### config.mk
export PLATFORM = sky130hd
export DESIGN_NAME = program_counter
export DESIGN_NICKNAME = d
export VERILOG_FILES = /design/src/rtl/program_counter.sv
export SDC_FILE = /design/constraint.sdc
export NUM_CORES = 1
export LEC_CHECK = 0
export ABC_AREA = 1
export CELL_PAD_IN_SITES_DETAIL_PLACEMENT = 0
export CELL_PAD_IN_SITES_GLOBAL_PLACEMENT = 1
export CORE_MARGIN = 4
export CORE_UTILIZATION = 25
export DETAILED_ROUTE_END_ITERATION = 12
export PLACE_DENSITY = 0.83
export REMOVE_ABC_BUFFERS = 1
export SLEW_MARGIN = 20
export SYNTH_ARGS = -nofsm -noshare
export SYNTH_HDL_FRONTEND = slang
export SYNTH_SLANG_ARGS = --single-unit
export TNS_END_PERCENT = 100
### constraint.sdc
create_clock -name clk -period 2.2 [get_ports clk]
set_clock_uncertainty 0.2 [all_clocks]
set_input_delay 0.66 -clock clk [delete_from_list [all_inputs] [get_ports clk]]
set_output_delay 0.66 -clock clk [all_outputs]
set_load 0.02 [all_outputs]
### src/rtl/program_counter.sv
// Fetch-path program counter: sequences the fetch address and offers it over valid/ready.
// Optional misaligned-branch trap is built when PC_TRAP_EN is defined.
module program_counter #(
  parameter int PC_WIDTH = 16,
  parameter logic [PC_WIDTH-1:0] RESET_VECTOR = '0,
  parameter int INC = 2
`ifdef PC_TRAP_EN
  ,
  parameter logic [PC_WIDTH-1:0] TRAP_VECTOR = PC_WIDTH'(4)
`endif
) (
  input  logic                clk,
  input  logic                rst_n,
  input  logic                stall,
  input  logic                br_taken,
  input  logic [PC_WIDTH-1:0] br_target,
  input  logic                fetch_ready,
  output logic                fetch_valid,
  output logic [PC_WIDTH-1:0] pc,
  output logic [PC_WIDTH-1:0] pc_next_seq,
  output logic                wrap,
  output logic                trap,
  output logic [PC_WIDTH-1:0] bad_addr
);

  typedef enum logic [1:0] {
    BOOT,
    RUN,
    FLUSH
  } state_t;

  state_t              state;
  state_t              state_nx;
  logic [PC_WIDTH-1:0] pc_nx;
  logic [PC_WIDTH:0]   sum;
  logic                accept;
  logic                wrap_nx;
  logic                mis;

  assign sum         = {1'b0, pc} + (PC_WIDTH + 1)'(INC);
  assign pc_next_seq = sum[PC_WIDTH-1:0];
  assign fetch_valid = (state == RUN);
  assign accept      = fetch_valid & fetch_ready & ~stall;

`ifdef PC_TRAP_EN
  assign mis = br_taken & br_target[0];
`else
  assign mis = 1'b0;
`endif

  // Branch outranks stall, which outranks a fetch acceptance.
  always_comb begin
    state_nx = state;
    pc_nx    = pc;
    wrap_nx  = 1'b0;
    priority case (1'b1)
      br_taken: begin
        state_nx = FLUSH;
        pc_nx    = br_target & ~PC_WIDTH'(1);
`ifdef PC_TRAP_EN
        if (mis) pc_nx = TRAP_VECTOR;
`endif
      end
      stall: ;
      accept: begin
        pc_nx   = pc_next_seq;
        wrap_nx = sum[PC_WIDTH];
      end
      default: state_nx = RUN;
    endcase
  end

  always_ff @(posedge clk or negedge rst_n) begin
    if (!rst_n) begin
      state <= BOOT;
      pc    <= RESET_VECTOR;
      wrap  <= 1'b0;
    end else begin
      state <= state_nx;
      pc    <= pc_nx;
      wrap  <= wrap_nx;
    end
  end

`ifdef PC_TRAP_EN
  always_ff @(posedge clk or negedge rst_n) begin
    if (!rst_n) begin
      trap     <= 1'b0;
      bad_addr <= '0;
    end else begin
      trap <= mis;
      if (mis) bad_addr <= br_target;
    end
  end
`else
  assign trap     = mis;
  assign bad_addr = '0;
`endif

endmodule
# Yosys cells after proc, flatten, opt, wreduce, memory -nomap -nowiden
# Index checks and enable logic that the tools add are counted.
[word_totals]
register_bits = 19
out_inout_bits = 51
word_cells = 22
[classes]
add_sub_neg = 1
eq_ne = 3
muxes = 9
n_bitwise = 3
reduce_logical = 3
[ops]
columns = ["cell", "count"]
rows = [
  ["16-bit 2-to-1 mux", 3],
  ["16-bit by 2-bit adder with 17-bit output (second input constant)", 1],
  ["2-bit 2-to-1 mux", 3],
  ["2-bit AND reduction", 2],
  ["1-bit 2-to-1 mux", 3],
  ["1-bit bitwise AND", 2],
  ["2-bit by 1-bit equality test with 1-bit output (second input constant)", 1],
  ["2-bit by 1-bit != test with 1-bit output (second input constant)", 1],
  ["2-bit != test (second input constant)", 1],
  ["2-bit nonzero test", 1],
  ["1-bit inverter", 1],
]

# Logic depth before layout (Yosys ltp)
[logic_depth]
word_depth = 6
mapped_depth = 8

# Worst setup path before layout
# Ideal clock, no wire load.
[synth_path]
path_kind = "reg-to-output"
from = "register pc[2]"
to = "output port pc_next_seq[9]"
t_arrival_ns = 1.406
required_ns = 1.340
slack_ns = -0.066
stages_incl_launch_ff = 6
cell_sequence = "dfrtp_1 ha_1 nand3_2 inv_2 nand2_2 xor2_1"
[synth_between]
elab_chain_len = 1
[synth_rtl]
columns = ["element", "line", "rtl"]
rows = [
  ["start, declared", "19", "output logic [PC_WIDTH-1:0] pc,"],
  ["start signal, assigned", "80", "pc <= pc_nx;"],
  ["16-bit by 2-bit adder with 17-bit output", "40", "assign sum = {1'b0, pc} + (PC_WIDTH + 1)'(INC);"],
  ["end, declared", "20", "output logic [PC_WIDTH-1:0] pc_next_seq,"],
]
# No other way between the ends.

# Worst setup path after layout
[layout_path]
from = "register pc[1]"
to = "output port pc_next_seq[7]"
# Same word-level chain as after synthesis.

==> summary.txt <==
Placed design
  – RD Place Congestion: a little under 0.8
  – Place WS: -378 ps
  – Final HPWL DP: 3.19 mm
  – Placed cells: 345
  – IO Port Bufs: between 50 and 60

Clocking
  – CTS tree: built
  – Worst-path clk slew: 70 ps
  – # H-tree levels: 1
  – Max Root-Sink Buffers: 2
  – Clk Latency, worst-skew pair: ~250 ps
  – TritonCTS Buffers: 3
  – Clk root buf: clkbuf_8
  – CTS sink count: 18

Global route
  – Vias in the first global route: 1569
  – Largest net degree at the start of global routing: 19
  – Grt ovf: 0
  – First-pass GRT wire length: 7.30 mm
  – Gr usage total: 0.126
  – Initial antenna violation count: 0

Worst setup path
  – Worst setup path class: register to output port
  – Internal reg-to-reg setup slack: 220 ps
  – Crit Path Max Fanout: 3
  – CP endpoint kind: output port
  – Worst Path Required: around 1300 ps
  – Critical path startpoint category: register
  – Reg-to-reg endpoint: pc[15]
  – FF-to-FF path depth: 11
  – Worst path arrival time: approximately 1500 ps
  – Worst r2r src: pc[1]

Worst hold path
  – Hold Crit Endpoint: state[1]
  – HP Class: register to register
  – Worst hold stages: 2
  – HP Start: state[1]

Routing
  – Post-route DRC violation count: 0
  – DRT Wirelength: approximately 4.4 mm
  – Routed Antenna Nets: 0
  – DR vias: between 1000 and 1500
  – First-pass detailed-route iteration total: 4
  – Starting DRT DRC Count: between 50 and 60
  – Routed vias/inst: 4.07
  – WL/cell: approximately 12 um

Synthesis
  – Mean Syn Cell Area: between 7 and 8 um^2
  – Dominant synthesized flop cell: dfrtp_1
  – Syn. warnings: 0
  – Mapped Area: ~1400 um^2
  – Dominant cell by count in the synthesized netlist: nand2_1
  – Top cells by count, synth: nand2_1, inv_1, buf_4
  – FF+latch count, synth: 18
  – Post-synthesis sequential area ratio: 0.319
  – Asr flop ratio synth: 1.00
  – Post-synth cell types: 28
  – Top cell type's share of synthesized area: 0.319
  – Leading area contributor after synthesis: dfrtp_1
  – Ranking of synthesized cells by area: dfrtp_1, nand2_1, buf_4, inv_1, nand3_1
  – Cells after synthesis: 198
  – Post-synth EDFFs: 0

STA
  – Achievable clock frequency: 0.419 GHz
  – Final setup viols: 13
  – Hold Vio Cnt, Final: 0
  – RSZ-0062 raised after global routing: yes
  – Fin crit share: 1.09
  – Post-layout min period: 2390 ps
  – Max-slew violations: 0
  – Setup TNS: -1650 ps
  – Final setup margin: -189 ps
  – Worst hold slack: roughly 320 ps

Pwr
  – Sw Ratio: 0.374
  – Power density over the cells: about 470 nW/um^2
  – Clk pwr share: 0.193
  – Switching power: 0.000448 W
  – Max VDD drop: between 0.2 and 0.25 mV
  – Comb pwr share: 0.476
  – Internal power: ~0.00075 W
  – Sequential share of power: 0.331
  – P_leak: roughly 1.2 nW

Floorplanning
  – # rows: 27
  – Die X: around 83 um
  – Initial Utilization: 0.257
  – Die Y: around 83 um
  – CORE AREA: around 5500 um^2
  – Num ports: roughly 70
  – Die area: between 6000 and 7000 um^2

Cells and area
  – Area Growth Syn to Fin: 79.1%
  – Nets: 316
  – Share of post-route cells with drive strength above 1: 0.377
  – Fillers: between 500 and 600
  – Non-filler cells, final: approximately 360
  – # diodes: 0

Flow run
  – Max Cap Viol: 0

Outcome
  – Violated checks: negative setup slack
  – Outcome: complete, but fails checks
-- stage by stage --
step / utilization / area, um^2 / power (W)
3_3_place_gp: 0.386 / 2130 / 0.000901
2_1_floorplan: - / 1310 / 0.000635
6_report: 0.460 / 2530 / 0.00120
4_1_cts: 0.422 / 2320 / 0.00115
3_5_place_dp: 0.386 / 2130 / 0.000905
5_1_grt: 0.460 / 2530 / 0.00127
-- layer usage --
layer,global-route usage,part of all wire
met1,0.152,0.42
met2,0.221,0.52
met3,0.0198,0.041
met4,0.0550,0.026
met5,0,0
-- how the worst max path moves through the flow --
stage | from | end | cells after the start
floorplan | pc[2] | pc_next_seq[9] | 5
global placement | pc[1] | pc_next_seq[11] | 8
detailed placement | pc[2] | pc_next_seq[5] | 5
CTS | pc[2] | pc_next_seq[10] | 8
global route | pc[1] | pc_next_seq[15] | 7
finish | pc[1] | pc_next_seq[7] | 6
-- cell families after synthesis --
| logic type | after synthesis | share of synthesized area |
|---|---|---|
| other cells | 1 | 0.00265 |
| xor+xnor | 7 | 0.0434 |
| flops | 18 | 0.319 |
| fa+ha+maj | 1 | 0.00885 |
| compound gates | 14 | 0.0575 |
| simple gates | 107 | 0.374 |
| buf+inv | 50 | 0.195 |
-- cells in the final DEF, fill, tap and decap left out, types with 4 or more instances in the layout --
| cell | instances |
|---|---|
| buf_6 | 20 |
| buf_4 | 38 |
| and2_4 | 4 |
| nand2_2 | 10 |
| clkdlybuf4s50_1 | 21 |
| nand3_4 | 4 |
| dfrtp_1 | 15 |
| dlygate4sd2_1 | 15 |
| nor2_1 | 8 |
| nand2_1 | 51 |
| nand3_1 | 11 |
| o21ai_1 | 6 |
| conb_1 | 19 |
| nor2_4 | 9 |
| xor2_2 | 4 |
| inv_1 | 22 |
-- timing repair --
action                                  4_1_cts  5_1_grt
pin swaps                                     7       11
endpoints found under the setup margin       27       16
buffers inserted                             10        9
hold buffers                                  0        0
gates resized for setup                     108       39
-- state kept, by name, summed over array words and instances, names as in the netlist --
register and flops:
state 2, wrap 1, pc 15
-- final cells by class --
class	instances	area [um^2]	area share
Multi-Input combinational cell	148	963	0.380
Timing Repair Buffer	96	877	0.346
Sequential cell	18	454	0.179
Inverter	27	106	0.0420
Tap cell	72	90.1	0.0356
Clock buffer	3	41.3	0.0163
-- critical path, stage by stage (launching register included) --
cell     delay, ps
dfrtp_1        410
ha_4           180
nand3_4        110
nor2_4         140
buf_6          130
xor2_4         170
buf_6          140
-- power by group through the flow --
stage               Clock, W  Sequential [W]  Combinational, W
floorplan                  0        0.000436          0.000199
global placement           0        0.000394          0.000507
detailed placement         0        0.000395          0.000510
CTS                 0.000238        0.000394          0.000522
global route        0.000253        0.000402          0.000615
finish              0.000232        0.000396          0.000571
Power figures use the tool's default switching activity.
